$ cat src/rtl/serial_frame_receiver.sv
// serial_frame_receiver
//   Deserializes an MSB-first serial bit stream into WIDTH-bit words and
//   queues them in a two-entry buffer behind a valid/ready handshake.
//
// Ports
//   CLK          in   clock, all state updates on the rising edge
//   RST_n        in   asynchronous active-low reset
//   Serial_IN    in   serial data bit, MSB first
//   Shift_En     in   qualifies Serial_IN as a valid bit this cycle
//   Frame_Start  in   current qualified bit is the MSB of a new word
//   OUT          out  head word of the buffer (reads 0 after reset)
//   OUT_Valid    out  buffer holds at least one word
//   OUT_Ready    in   consumer accepts the head word
//   Overflow     out  sticky: a completed word was dropped (buffer full)
//   Frame_Err    out  one-cycle pulse: a partial word was discarded
//   Dbg_State    out  shift FSM state (0 = IDLE, 1 = SHIFT)
//
// Handshake: a word transfers on every rising edge where OUT_Valid=1 and
// OUT_Ready=1. OUT is held stable while OUT_Valid=1 and OUT_Ready=0.
module serial_frame_receiver #(
  parameter int WIDTH = 4,
  parameter int DEPTH = 2
) (
  input  logic             CLK,
  input  logic             RST_n,
  input  logic             Serial_IN,
  input  logic             Shift_En,
  input  logic             Frame_Start,
  output logic [WIDTH-1:0] OUT,
  output logic             OUT_Valid,
  input  logic             OUT_Ready,
  output logic             Overflow,
  output logic             Frame_Err,
  output logic             Dbg_State
);

  localparam int CW    = $clog2(WIDTH);
  localparam int OCC_W = $clog2(DEPTH + 1);

  typedef enum logic {
    IDLE  = 1'b0,
    SHIFT = 1'b1
  } state_e;

  state_e             state_q, state_d;
  logic [CW-1:0]      cnt_q, cnt_d;
  // Only the WIDTH-1 bits received so far are kept; the final bit is
  // appended combinationally on the capturing edge.
  logic [WIDTH-2:0]   shreg_q, shreg_d;
  logic               ferr_q, ferr_d;

  logic [WIDTH-1:0]   buf0_q, buf0_d;   // head entry
  logic [WIDTH-1:0]   buf1_q, buf1_d;   // second entry
  logic [OCC_W-1:0]   occ_q, occ_d;
  logic               ovf_q, ovf_d;

  logic [WIDTH-1:0]   shifted;
  logic               push;
  logic               pop;

  // ---------------------------------------------------------------------
  // Shift FSM: next-state logic
  // ---------------------------------------------------------------------
  always_comb begin
    state_d = state_q;
    cnt_d   = cnt_q;
    shreg_d = shreg_q;
    ferr_d  = 1'b0;
    push    = 1'b0;
    shifted = {shreg_q, Serial_IN};

    if (Shift_En) begin
      if (Frame_Start) begin
        // The first bit lands in the low position; after WIDTH-1 further
        // shifts it sits at bit WIDTH-1 of the completed word.
        shreg_d    = '0;
        shreg_d[0] = Serial_IN;
        cnt_d      = CW'(1);
        state_d    = SHIFT;
        ferr_d     = (cnt_q != '0);
      end else if (cnt_q == CW'(WIDTH - 1)) begin
        push    = 1'b1;
        shreg_d = shifted[WIDTH-2:0];
        cnt_d   = '0;
        state_d = IDLE;
      end else begin
        shreg_d = shifted[WIDTH-2:0];
        cnt_d   = cnt_q + CW'(1);
        state_d = SHIFT;
      end
    end
  end

  // ---------------------------------------------------------------------
  // Output buffer: two entries, head in buf0
  // ---------------------------------------------------------------------
  always_comb begin
    buf0_d = buf0_q;
    buf1_d = buf1_q;
    occ_d  = occ_q;
    ovf_d  = ovf_q;
    pop    = (occ_q != '0) && OUT_Ready;

    if (push && pop) begin
      // Occupancy unchanged; a pop frees room so a full buffer never drops.
      if (occ_q == OCC_W'(1)) begin
        buf0_d = shifted;
      end else begin
        buf0_d = buf1_q;
        buf1_d = shifted;
      end
    end else if (push) begin
      if (occ_q == '0) begin
        buf0_d = shifted;
        occ_d  = OCC_W'(1);
      end else if (occ_q == OCC_W'(1)) begin
        buf1_d = shifted;
        occ_d  = OCC_W'(2);
      end else begin
        ovf_d  = 1'b1;  // full, no pop: new word dropped, stored words kept
      end
    end else if (pop) begin
      buf0_d = buf1_q;
      occ_d  = occ_q - OCC_W'(1);
    end

    if (occ_q == OCC_W'(DEPTH) && push && !pop) begin
      ovf_d = 1'b1;
    end
  end

  // ---------------------------------------------------------------------
  // State registers
  // ---------------------------------------------------------------------
  always_ff @(posedge CLK or negedge RST_n) begin
    if (!RST_n) begin
      state_q <= IDLE;
      cnt_q   <= '0;
      shreg_q <= '0;
      ferr_q  <= 1'b0;
      buf0_q  <= '0;
      buf1_q  <= '0;
      occ_q   <= '0;
      ovf_q   <= 1'b0;
    end else begin
      state_q <= state_d;
      cnt_q   <= cnt_d;
      shreg_q <= shreg_d;
      ferr_q  <= ferr_d;
      buf0_q  <= buf0_d;
      buf1_q  <= buf1_d;
      occ_q   <= occ_d;
      ovf_q   <= ovf_d;
    end
  end

  assign OUT       = buf0_q;
  assign OUT_Valid = (occ_q != '0);
  assign Overflow  = ovf_q;
  assign Frame_Err = ferr_q;
  assign Dbg_State = state_q;

endmodule
$ cat config.mk
export PLATFORM = sky130hd
export DESIGN_NAME = serial_frame_receiver
export DESIGN_NICKNAME = d
export VERILOG_FILES = /design/src/rtl/serial_frame_receiver.sv
export SDC_FILE = /design/constraint.sdc
export NUM_CORES = 1
export LEC_CHECK = 0
export CORE_ASPECT_RATIO = 0.9
export CORE_UTILIZATION = 58
export DETAILED_ROUTE_END_ITERATION = 8
export HOLD_SLACK_MARGIN = 0.1
export PLACE_DENSITY = 0.79
export SYNTH_ARGS = -nofsm -noshare
export SYNTH_HDL_FRONTEND = slang
export SYNTH_SLANG_ARGS = --single-unit
export TNS_END_PERCENT = 20
$ cat constraint.sdc
create_clock -name CLK -period 3.95 [get_ports CLK]
set_clock_uncertainty 0.1 [all_clocks]
set_input_delay 1.185 -clock CLK [delete_from_list [all_inputs] [get_ports CLK]]
set_output_delay 1.185 -clock CLK [all_outputs]
set_load 0.02 [all_outputs]
Word-level counts from Yosys, hierarchy flattened
Cells that the tools add are included.
{"block": "classes", "add_sub_neg": 2, "eq_ne": 10, "mux": 28, "bitwise_logic": 1, "n_reduce_logical": 16}
{"operator": "2-to-1 mux 4 bit", "count": 9}
{"operator": "2-to-1 mux 1 bit", "count": 12}
{"operator": "2-to-1 mux 2 bit", "count": 6}
{"operator": "nonzero test 2 bit", "count": 5}
{"operator": "inequality test 2 x 1 -> 1 bit (second input constant)", "count": 3}
{"operator": "inequality test 3 x 1 -> 1 bit (second input constant)", "count": 2}
{"operator": "AND reduction 3 bit", "count": 2}
{"operator": "== test 2 bit (second input constant)", "count": 2}
{"operator": "logical AND 1 bit", "count": 4}
{"operator": "inequality test 2 bit (second input constant)", "count": 2}
{"operator": "AND reduction 4 bit", "count": 1}
{"operator": "2-to-1 mux 3 bit", "count": 1}
{"operator": "nonzero test 3 bit", "count": 1}
{"operator": "adder 2 x 1 -> 2 bit (second input constant)", "count": 1}
{"operator": "== test 2 x 1 -> 1 bit (second input constant)", "count": 1}
{"operator": "logical NOT 2 bit", "count": 1}
{"operator": "AND reduction 2 bit", "count": 1}
{"operator": "subtractor 2 x 1 -> 2 bit (second input constant)", "count": 1}
{"operator": "logical NOT 1 bit", "count": 1}
{"operator": "inverter 1 bit", "count": 1}
{"block": "word_totals", "ff_bits": 18, "inputBits": 6, "out_inout_bits": 8, "wordCells": 65}

Depth between registers and ports, before layout
Gate-level depths: netlist (run 1).
{"block": "depth", "ltp_word": 8, "depth_mapped": 6, "ltp_nobuf": 5}

Worst setup path before layout (run 1)
OpenSTA, ideal clock, no wires.
{"block": "synth_timing", "kind": "register to output", "start": "register occ_q[0]", "end": "output OUT_Valid", "arrival_time_ns": 0.974, "required_ns": 2.665, "slack_ns": 1.691, "stages_incl_launch_ff": 4, "path_buffers": 0, "path_cell_list": "dfrtp_1 > inv_1 > ha_1 > inv_1"}
{"block": "synth_via", "elab_chain_len": 1}
{"item": "start, declared", "line_no": "54", "text": "logic [OCC_W-1:0] occ_q, occ_d;"}
{"item": "start signal, assigned", "line_no": "143", "text": "occ_q <= '0;"}
{"item": "start signal, assigned", "line_no": "152", "text": "occ_q <= occ_d;"}
{"item": "nonzero test 2 bit", "line_no": "158", "text": "assign OUT_Valid = (occ_q != '0);"}
{"item": "end, declared", "line_no": "30", "text": "output logic OUT_Valid,"}
No other way between the ends.

Worst setup path in the final report (run 1)
Ends and elaborated chain as after synthesis.

==> impl_metrics.py, run 1 <==
metrics = {
    "clock_network": {
        "cts_sinks": 18,
        "cts_buffers": 3,
        "clkTransAtPathRegs_ps": 100,
        "clk_latency_ps": 290,
        "postCtsSetupRepairBufs": 0,
        "cts_tree": "done",
        "root_buffer": "clkbuf_4",
        "h-tree-depth": 1,
        "clockBufferDepth": 2,
        "cts_resized": 0,
        "hold_buffers": 0,
    },
    "place": {
        "post_dp_cell_area_mm2": 0.001226,
        "portBuffers": 13,
        "place_congestion": 0.7625,
        "dp_hpwl_mm": 1.514,
    },
    "drt": {
        "drt-pass1-iter-count": 4,
        "routed_wl_mm": 2.124,
        "final_antenna_net_count": 0,
        "vias": 819,
        "viasPerCell": 5.935,
        "drt-initial-drc-count": 10,
        "drc_errors": 0,
        "wire_per_inst_um": 15.39,
    },
    "yosys": {
        "synthMuxAreaShare_pct": 8.701,
        "yosys.cell_count.top_type": "dfrtp_1",
        "yosys.area_share.simple_pct": 20.11,
        "synth_edf_count": 0,
        "syn_nets": 113,
        "synth-compound-area-share_pct": 15.25,
        "synth-async-reset-ratio_pct": 100.0,
        "synth_xor_area_share_pct": 1.469,
        "yosys.area.top_type": "dfrtp_1",
        "seq_area_frac_synth_pct": 40.68,
        "synth_top_family_by_area": "simple AND/OR/NAND/NOR gates",
        "ys_ff_latch": 18,
        "yosysTopAreaCellShare_pct": 40.68,
        "synthAdderAreaFrac_pct": 5.650,
        "synthFlopType": "dfrtp_1",
        "synthCells": 102,
        "syn_avg_cell_area_um2": 10.86,
        "yosys_warnings": 0,
        "synth_area_leaders": "dfrtp_1 41%, mux2_4 6.8%, ha_1 5.6%, nand3b_1 4.7%, inv_1 3.7%",
        "synthDistinctLibCells": 35,
        "yosys-top-cells-count": "18 x dfrtp_1, 11 x inv_1, 7 x nand3b_1",
        "netlist_area_mm2": 0.001107,
    },
    "power": {
        "peakVddDrop_uv": 486.6,
        "powerDensity_mw_per_mm2": 642.2,
        "p_leak_nw": 0.5585,
    },
    "global_route": {
        "grt_max_degree": 19,
        "grt_pass1_wl_mm": 3.567,
        "overflow": 0,
        "grt_pass1_vias": 772,
        "antenna_found_initial": 0,
        "grt_use_total_pct": 24.69,
    },
    "die": {
        "num_rows": 14,
        "coreArea_mm2": 0.001734,
        "die_w_um": 48.06,
        "die_h_um": 43.45,
        "ios": 14,
        "initial_core_util_pct": 63.85,
        "dieArea_mm2": 0.002088,
    },
    "sta": {
        "slew_headroom_pct": 44.35,
        "rsz0062_at_grt": "false",
        "hold_violations": 0,
        "slew_violations": 0,
        "fin_crit_sh_pct": 87.57,
        "period_needed_ps": 3459,
        "tns_ps": 0,
        "setup_viol": 0,
        "max_freq_mhz": 289.1,
        "worstMarginPinSlew_ps": 832.1,
    },
    "final_layout": {
        "diodes": 0,
        "fin_nets": 126,
        "area.growth.synth_to_final_pct": 14.01,
        "final_area_mm2": 0.001262,
        "drive_above_1_share_pct": 14.04,
    },
    "run_status": {
        "outcome": "finished, final reports clean",
    },
    "min_path": {
        "holdPathEnd": "Overflow",
        "worstHoldStart": "Overflow",
        "worstHoldPathCells": 1,
        "min_path_type": "flip-flop to flip-flop",
    },
    "critical_path": {
        "crit_path_end_kind": "output port",
        "worst_ep_arrival_time_ps": 2170,
        "reg2reg_slack_ps": 1920,
        "slowest_stage": "clkdlybuf4s50_1",
        "critPathMaxStageDelay_ps": 580,
        "startpoint": "occ_q[0]",
        "cp-start-kind": "flip-flop",
        "r2r_start": "occ_q[0]",
        "cp_cell_sequence": "inv_1 > ha_1 > inv_1 > clkdlybuf4s50_1",
        "r2r_cells": 5,
        "r2r_end": "occ_q[0]",
        "worstSetupPathType": "flip-flop to output port",
        "cp_common_cell": "inv_1",
        "crit_path_max_fanout": 18,
        "crit_required_ps": 2660,
    },
    "run": {
        "maxCapViolCount": 0,
    },
}
-- power by group --
group	internal, mW	total [mW]	switching, mW
combinational	0.193	0.404	0.211
sequential	0.244	0.293	0.0490
clock	0.0562	0.114	0.0580
-- placed cells by master, fill, tap and decap left out, drive strengths merged --
master and n:
dfrtp 18, clkdlybuf4s50 13, inv 11, nand3b 7, o21ai 6, nor2 6
mux2 6, ha 5, a311oi 4, clkbuf 4, or4b 3, or2b 3
a31oi 3, o32ai 3, nand3 3, nand2 2, and3b 2, a21oi 2
nand4b 1, or2 1, xor2 1, nand2b 1, nor4bb 1, o211a 1
a41oi 1, nor2b 1, mux2i 1, a21o 1, o211ai 1, a31o 1
buf 1
-- through the flow --
step	worst slack (ps)	cells	hold slack, ps	total power, mW	utilization (%)
after floorplan	1691	102	396.0	0.5870	-
after global placement	856.8	134	352.5	0.6823	70.71
after detailed placement	835.2	134	363.6	0.6969	70.71
after CTS	517.7	138	386.6	0.8108	72.80
after global routing	350.4	138	429.1	0.8653	72.80
final	491.0	138	380.6	0.8108	72.80
-- routing by layer --
layer | global-route usage, % | routed length, µm | vias up
li1 | - | - | 396
met5 | 0 | 0 | -
met2 | 34.86 | 978 | 21
met4 | 8.889 | 18 | 0
met1 | 35.95 | 1059 | 400
met3 | 7.083 | 68 | 2
-- registers in the layout, summed over array words and instances, names as in the netlist --
name / flops
cnt_q: 2
buf1_q: 4
OUT: 4
occ_q: 2
Dbg_State: 1
Frame_Err: 1
shreg_q: 3
Overflow: 1
-- worst max-delay path by stage --
stage / end
floorplan: OUT_Valid
global placement: occ_q[0]
detailed placement: occ_q[0]
CTS: OUT_Valid
global route: OUT_Valid
finish: OUT_Valid
-- area by class of cell --
type                            instances  area [µm²]
Sequential cell                        18       450.4
Fill cell                             124       471.7
Timing Repair Buffer                   14       137.6
Tap cell                               24       30.03
Clock buffer                            4       36.28
Multi-Input combinational cell         67       566.8
Inverter                               11       41.29
-- kinds of logic (layout without fill, tap and decap cells) --
group | after synthesis | after routing
muxes | 7 | 7
and+or+nand+nor | 31 | 31
DFF | 18 | 18
adders and majority gates | 5 | 5
buffers and inverters | 17 | 29
AOI/OAI and AO/OA | 23 | 23
xor gates and xnor gates | 1 | 1
-- critical path, delay by kind of cell, from the launching register on --
family	cells	cell delay, ps
buffers and inverters	3	920
adder cells (fa/ha/maj)	1	520
flip-flops	1	440
Note: power is estimated with default switching activity, not from simulation.
==> inputs of run 2 (changes only) <==
--- a/config.mk
+++ b/config.mk
@@ -6,11 +6,10 @@
 export NUM_CORES = 1
 export LEC_CHECK = 0
 export CORE_ASPECT_RATIO = 0.9
-export CORE_UTILIZATION = 58
+export CORE_UTILIZATION = 54
 export DETAILED_ROUTE_END_ITERATION = 8
 export HOLD_SLACK_MARGIN = 0.1
-export PLACE_DENSITY = 0.79
+export PLACE_DENSITY = 0.78
 export SYNTH_ARGS = -nofsm -noshare
 export SYNTH_HDL_FRONTEND = slang
 export SYNTH_SLANG_ARGS = --single-unit
-export TNS_END_PERCENT = 20
==> constraint.sdc (replaced) <==
create_clock -name CLK -period 3.85 [get_ports CLK]
set_clock_uncertainty 0.1 [all_clocks]
set_input_delay 1.155 -clock CLK [delete_from_list [all_inputs] [get_ports CLK]]
set_output_delay 1.155 -clock CLK [all_outputs]
set_load 0.02 [all_outputs]
==> impl_metrics.py, run 2 (synthesis results as in run 1) <==
metrics = {
    "run_status": {
        "outcome": "finished, final reports clean",
    },
    "final_layout": {
        "final_area_mm2": 0.001264,
        "fin_nets": 126,
        "layout_commonest_cell": "dfrtp_1",
        "n_fill_cell": 158,
        "area.growth.synth_to_final_pct": 14.12,
        "post-route-util_pct": 66.01,
        "diodes": 0,
        "final_cell_mix": "18 x dfrtp_1, 13 x clkdlybuf4s50_1, 11 x inv_1",
        "drive_above_1_share_pct": 14.04,
        "stdcell_count": 139,
    },
    "sta": {
        "hold_violations": 0,
        "tns_ps": 0,
        "hold_ws_ps": 405.8,
        "slew_violations": 0,
        "worstMarginPinSlew_ps": 811.6,
        "slew_headroom_pct": 45.72,
        "period_needed_ps": 3470,
        "fin_crit_sh_pct": 90.12,
        "max_freq_mhz": 288.2,
        "setup_viol": 0,
        "worst_slack_ps": 380.4,
        "rsz0062_at_grt": "false",
    },
    "clock_network": {
        "clk_latency_ps": 290,
        "root_buffer": "clkbuf_4",
        "cts_resized": 0,
        "clkTransAtPathRegs_ps": 110,
        "postCtsSetupRepairBufs": 0,
        "cts_sinks": 18,
        "cts_tree": "done",
        "h-tree-depth": 1,
        "cts_buffers": 3,
        "clockBufferDepth": 2,
        "hold_buffers": 0,
    },
    "drt": {
        "dr_wl_met2_um": 897,
        "top_layer": "met4",
        "met1_length_mm": 1.060,
        "drt-pass1-iter-count": 4,
        "viasPerCell": 6.000,
        "wl_met3_um": 100,
        "routed_wl_mm": 2.073,
        "vias": 834,
        "drc_errors": 0,
        "final_antenna_net_count": 0,
        "wire_per_inst_um": 14.91,
        "drt-initial-drc-count": 23,
    },
    "critical_path": {
        "cp_common_cell": "inv_1",
        "slowest_stage": "clkdlybuf4s50_1",
        "cp-start-kind": "flip-flop",
        "cp_num_buf_inv": 3,
        "reg2reg_slack_ps": 1790,
        "r2r_cells": 5,
        "critPathMaxStageDelay_ps": 590,
        "r2r_end": "OUT[3]",
        "worst_ep_arrival_time_ps": 2210,
        "worstSetupPathType": "flip-flop to output port",
        "r2r_start": "occ_q[0]",
        "crit_path_max_fanout": 18,
        "crit_required_ps": 2590,
        "crit_path_end_kind": "output port",
        "critPathTopFamily": "buffers and inverters",
        "cp_cell_sequence": "inv_1 > ha_1 > inv_1 > clkdlybuf4s50_1",
    },
    "die": {
        "die_w_um": 49.73,
        "num_rows": 15,
        "coreArea_mm2": 0.001914,
        "die_h_um": 44.96,
        "initial_core_util_pct": 57.84,
        "ios": 14,
        "dieArea_mm2": 0.002236,
    },
    "power": {
        "powerDensity_mw_per_mm2": 656.1,
        "p_leak_nw": 0.5585,
        "peakVddDrop_uv": 359.5,
        "total_power_uw": 829.1,
    },
    "global_route": {
        "grt_pass1_vias": 722,
        "overflow": 0,
        "grt_max_degree": 19,
        "grt_use_total_pct": 20.90,
        "grt_pass1_wl_mm": 3.470,
        "antenna_found_initial": 0,
    },
    "place": {
        "dp_cells": 135,
        "portBuffers": 13,
        "dp_hpwl_mm": 1.479,
        "place_congestion": 0.7916,
        "post_dp_cell_area_mm2": 0.001227,
        "dp_slack_ps": 724.0,
    },
    "min_path": {
        "worstHoldStart": "Overflow",
        "worstHoldPathCells": 1,
        "holdPathEnd": "Overflow",
        "min_path_type": "flip-flop to flip-flop",
    },
    "run": {
        "maxCapViolCount": 0,
    },
}
==> run 2: cell counts in the layout (fill, tap and decap cells not counted) <==
Identical to the previous run, type by type.
==> run 2: layout make-up <==
class | instances | area (µm²) | share of cell area [%]
Clock buffer | 4 | 36.28 | 2.871
Inverter | 11 | 41.29 | 3.267
Multi-Input combinational cell | 67 | 566.8 | 44.85
Sequential cell | 18 | 450.4 | 35.64
Tap cell | 25 | 31.28 | 2.475
Timing Repair Buffer | 14 | 137.6 | 10.89
==> run 2: worst max path at each step <==
stage	startpoint	to	cells past startpoint
after floorplan	occ_q[0]	OUT_Valid	3
after global placement	occ_q[0]	OUT_Valid	4
after detailed placement	occ_q[0]	OUT_Valid	4
after CTS	occ_q[0]	OUT_Valid	4
after global routing	occ_q[0]	OUT_Valid	4
final	occ_q[0]	OUT_Valid	4
==> run 2: power by group <==
| group | switching (mW) | total (mW) | internal [mW] |
|---|---|---|---|
| Combinational | 0.212 | 0.408 | 0.197 |
| Clock | 0.0596 | 0.117 | 0.0576 |
| Sequential | 0.0531 | 0.304 | 0.250 |
==> run 2: metal layers <==
metal	up-vias	GRT usage, %
li1	391	-
met1	416	32.26
met2	25	30.00
met3	2	4.040
met4	0	5.143
met5	-	0
==> variant 1: new RTL, config.mk and constraints of run 2 <==
The output `Frame_Err` loses its register stage (`ferr_q` becomes a continuous assignment).
--- a/src/rtl/serial_frame_receiver.sv
+++ b/src/rtl/serial_frame_receiver.sv
@@ -138,5 +138,4 @@
       cnt_q   <= '0;
       shreg_q <= '0;
-      ferr_q  <= 1'b0;
       buf0_q  <= '0;
       buf1_q  <= '0;
@@ -147,5 +146,4 @@
       cnt_q   <= cnt_d;
       shreg_q <= shreg_d;
-      ferr_q  <= ferr_d;
       buf0_q  <= buf0_d;
       buf1_q  <= buf1_d;
@@ -154,4 +152,6 @@
     end
   end
+
+  assign ferr_q = ferr_d;
 
   assign OUT       = buf0_q;
Formal check against the unedited RTL: not equivalent (a bounded check fails within 4 cycles, from zero or initial values and one cycle with RST_n low).
==> variant 1 against run 2 <==
  * Non-clock buffer count up 3
  * Power down 3.8%
  * Sequential cell count down 1
  * Area after synthesis down 2.3%
  * Worst hold slack worse by 30 ps
  * Utilization up 4.8 points
  * Critical endpoint is now Frame_Err
  * Wire length down 1.0%
  * Cell area down 0.79%
  * Setup slack worse by 150 ps
==> variant 1: results (changes against run 2) <==
Route
  • WL final: 2052 um (was 2073 um)
  • First-iteration detailed-routing DRC count: 8 (was 23)
  • Via-to-Cell Ratio: 5.850 (was 6.000)

Global routing
  • Gr usage total: 22.65% (was 20.90%)
  • Vias in the first global route: 791 (was 722)

Final layout
  • Final std cells w/o fill: 140 (was 139)
  • Antenna diodes: 0 (unchanged)
  • FF/Latch Area: 425.4 um^2 (was 450.4 um^2)
  • Non-CTS buffers: 17 (was 14)
  • Layout clock area frac: 2.395% (was 2.871%)
  • NonClk Buf Share: 12.77% (was 10.89%)
  • Fillers: 124 (was 158)
  • Post-layout nets: 128 (was 126)
  • Layout cells sized above 1: 16.38% (was 14.04%)

Setup path
  • Setup slack, reg-to-reg: 1900 ps (was 1790 ps)
  • CP Class: in2out (was reg2out)
  • Worst R2R Path Depth: 6 (was 5)
  • Crit Path Max Fanout: 2 (was 18)
  • Worst Setup EP: Frame_Err (was OUT_Valid)
  • Max stage delay on crit path: 610 ps (was 590 ps)
  • Crit path launch: Frame_Start (was occ_q[0]$_DFFE_PN0P_)
  • CP arrival: 2370 ps (was 2210 ps)

Logic synthesis
  • Adder-cell area share of the yosys netlist: 5.780% (was 5.650%)
  • Commonest cells post-synth: dfrtp_1, inv_1, nand3b_1 (unchanged)
  • Post-synthesis mux area share: 8.902% (was 8.701%)
  • Post-Synth XOR/XNOR Area: 1.503% (was 1.469%)
  • Syn avg cell area: 10.72 um^2 (was 10.86 um^2)
  • Sequential area share after synthesis: 39.31% (was 40.68%)
  • Synth top area cells: dfrtp_1, mux2_4, ha_1 (unchanged)
  • Net Count, Synth: 112 (was 113)
  • Compound-Gate Fraction of Synth Area: 15.61% (was 15.25%)

Place
  • RePlAce Congestion: 0.7738 (was 0.7916)
  • DPL Wire Length: 1465 um (was 1479 um)

Power
  • Worst VDD drop: 0.4454 mV (was 0.3595 mV)
  • Leakage: 0.5529 nW (was 0.5585 nW)

Status
  • Outcome: complete, no violations (unchanged)

STA
  • Worst-Margin Slew: 763.8 ps (was 811.6 ps)
  • Hold slack: 375.4 ps (was 405.8 ps)

Clock tree
  • CTS sink cnt: 17 (was 18)
variant 1: per-layer routing:
layer	up-vias	share of wire, %	track usage, %
met2	15	46	35.89
met5	-	0	0
li1	401	-	-
met4	0	1.8	13.53
met1	399	49	28.63
met3	4	3.8	5.155
variant 1: cell families after synthesis:
logic type / Yosys count
AOI/OAI and AO/OA: 23
xor gates and xnor gates: 1
buffers and inverters: 17
adders and majority gates: 5
DFF: 17
and+or+nand+nor: 31
muxes: 7
variant 1: where the power goes:
part / switching [W] / internal (W)
logic: 0.000209 / 0.000202
clock network: 0.0000609 / 0.0000396
registers: 0.0000462 / 0.000239
total: 0.000316 / 0.000481
variant 1: through the flow:
stage          cell area, um^2  total power (W)  setup slack [ps]
6_report                  1254        0.0007973             227.3
5_1_grt                   1254        0.0008569             164.8
4_1_cts                   1254        0.0008064             221.2
3_5_place_dp              1224        0.0007021             221.3
3_3_place_gp              1224        0.0006901             241.4
2_1_floorplan             1082        0.0005906             854.5
==> variant 2: new RTL, flow settings as in run 2 <==
Without the edit above. `DEPTH`: 2 -> 4.
--- a/src/rtl/serial_frame_receiver.sv
+++ b/src/rtl/serial_frame_receiver.sv
@@ -20,5 +20,5 @@
 module serial_frame_receiver #(
   parameter int WIDTH = 4,
-  parameter int DEPTH = 2
+  parameter int DEPTH = 4
 ) (
   input  logic             CLK,
Function: same outputs for any inputs over 10 cycles, from zero or initial values and one cycle with RST_n low; that may be too few to reach the edited logic, so the function may still have changed.
==> variant 2 against run 2 <==
  * Power decreased by 9.7%
  * Count of clock-buffer cells in the layout decreased by 1
  * Via count decreased by 8.3%
  * Cell count decreased by 3.6%
  * Register-to-register slack improved by 100 ps
  * Wire length decreased by 9.1%
  * Cell area decreased by 6.4%
  * Die area decreased by 7.9%
  * Area after synthesis decreased by 8.2%
  * Sequential share of layout area increased by 4.6 points
  * Setup slack improved by 170 ps
  * Sequential cell count increased by 1
  * Critical path type unchanged
  * Largest cell class unchanged
  * Largest power group unchanged
==> variant 2: results (changes against run 2) <==
Status
  • Outcome: complete, no violations (unchanged)

Logic synthesis
  • Post-synthesis mux area share: 7.759% (was 8.701%)
  • Compound-Gate Fraction of Synth Area: 14.66% (was 15.25%)
  • Top_reg_cell synth: dfrtp_1 (unchanged)
  • Post-synthesis cell area: 0.001016 mm^2 (was 0.001107 mm^2)
  • Sequential area share after synthesis: 46.80% (was 40.68%)
  • Net Count, Synth: 108 (was 113)
  • Distinct cells, synth: 30 (was 35)
  • Post-Synth XOR/XNOR Area: 1.601% (was 1.469%)
  • Cells after Synth: 97 (was 102)
  • Synth top area cells: dfrtp_1, mux2_2, ha_1 (was dfrtp_1, mux2_4, ha_1)
  • Commonest cells post-synth: dfrtp_1, nor2_1, inv_1, mux2_2, nand2_1 (was dfrtp_1, inv_1, nand3b_1)
  • Adder-cell area share of the yosys netlist: 6.158% (was 5.650%)

Power
  • Leakage: 0.5085 nW (was 0.5585 nW)
  • Internal power: 0.0004640 W (was 0.0005048 W)
  • Worst VDD drop: 0.3317 mV (was 0.3595 mV)
  • Combinational logic power: 0.000346 W (was 0.000408 W)
  • Pwr Density: 633.3 mW/mm^2 (was 656.1 mW/mm^2)
  • Flop pwr share: 40.7% (was 36.6%)

Place
  • Worst slack, placed: 837.1 ps (was 724.0 ps)
  • Post-DP Area: 0.001155 mm^2 (was 0.001227 mm^2)
  • RePlAce Congestion: 0.8491 (was 0.7916)
  • Placed insts: 130 (was 135)
  • DPL Wire Length: 1418 um (was 1479 um)

Clock tree
  • Post-CTS resize count: 0 (unchanged)
  • TritonCTS buffer count: 3 (unchanged)
  • Bufs on Longest Clock Path: 2 (unchanged)
  • CTS clk-pin slew, worst paths: 110 ps (about the same)
  • Setup Fix Bufs, Post-CTS: 0 (unchanged)

Setup path
  • Max stage delay on crit path: 560 ps (was 590 ps)
  • Worst path top cell family by delay: buffers and inverters (unchanged)
  • Crit Path Max Fanout: 12 (was 18)
  • Critical register-to-register path startpoint: occ_q[0]$_DFFE_PN0P_ (unchanged)
  • CP Class: reg2out (unchanged)

Global routing
  • Gr usage total: 22.72% (was 20.90%)
  • Grt met3 use: 4.681% (was 4.040%)
  • Largest net degree at the start of global routing: 20 (was 19)
  • Vias in the first global route: 739 (was 722)
  • Initial antenna violation count: 0 (unchanged)
  • Met2 usage: 33.51% (was 30.00%)
  • First-pass GRT wire length: 3256 um (was 3470 um)
  • GRT met1 Usage: 32.22% (was 32.26%)

Final layout
  • Post-layout nets: 122 (was 126)
  • Final std cells w/o fill: 134 (was 139)
  • Layout cells sized above 1: 15.45% (was 14.04%)

Route
  • Routed len/inst: 14.07 um (was 14.91 um)
  • Met2 wire length: 887 um (was 897 um)
  • First-iteration detailed-routing DRC count: 19 (was 23)
  • DRT met1 WL: 902 um (was 1060 um)
  • Met3 wire length: 96 um (was 100 um)
  • Highest Signal Layer: met3 (was met4)
  • Via-to-Cell Ratio: 5.709 (was 6.000)

STA
  • Max-slew headroom: 44.98% (was 45.72%)
variant 2: changes by cell type after synthesis, moves of 4 or more:
cell      change
nand3b_1      -4
inv_1         -4
mux2_2        +7
nand2_1       +4
mux2_4        -5
variant 2: worst paths after layout:
check                                         end  slack (ps)  cells after the start
max in group asynchronous  shreg_q[0]$_DFFE_PN0P_        1920                      1
max reg2reg                    OUT[3]$_DFFE_PN0P_        1890                      6
min reg2reg                  Overflow$_DFFE_PN0P_         380                      2
min in group asynchronous    occ_q[0]$_DFFE_PN0P_        1230                      1
min                          Overflow$_DFFE_PN0P_         380                      2
max                                     OUT_Valid         560                      5
variant 2: cell type report:
cell class	count	area (um^2)
clock inverter	1	5.005
fill	148	534.3
clock buffer	3	22.52
sequential	19	475.5
inverter	8	32.53
multi-input combinational	66	486.7
tap	24	30.03
timing repair buffer	13	130.1
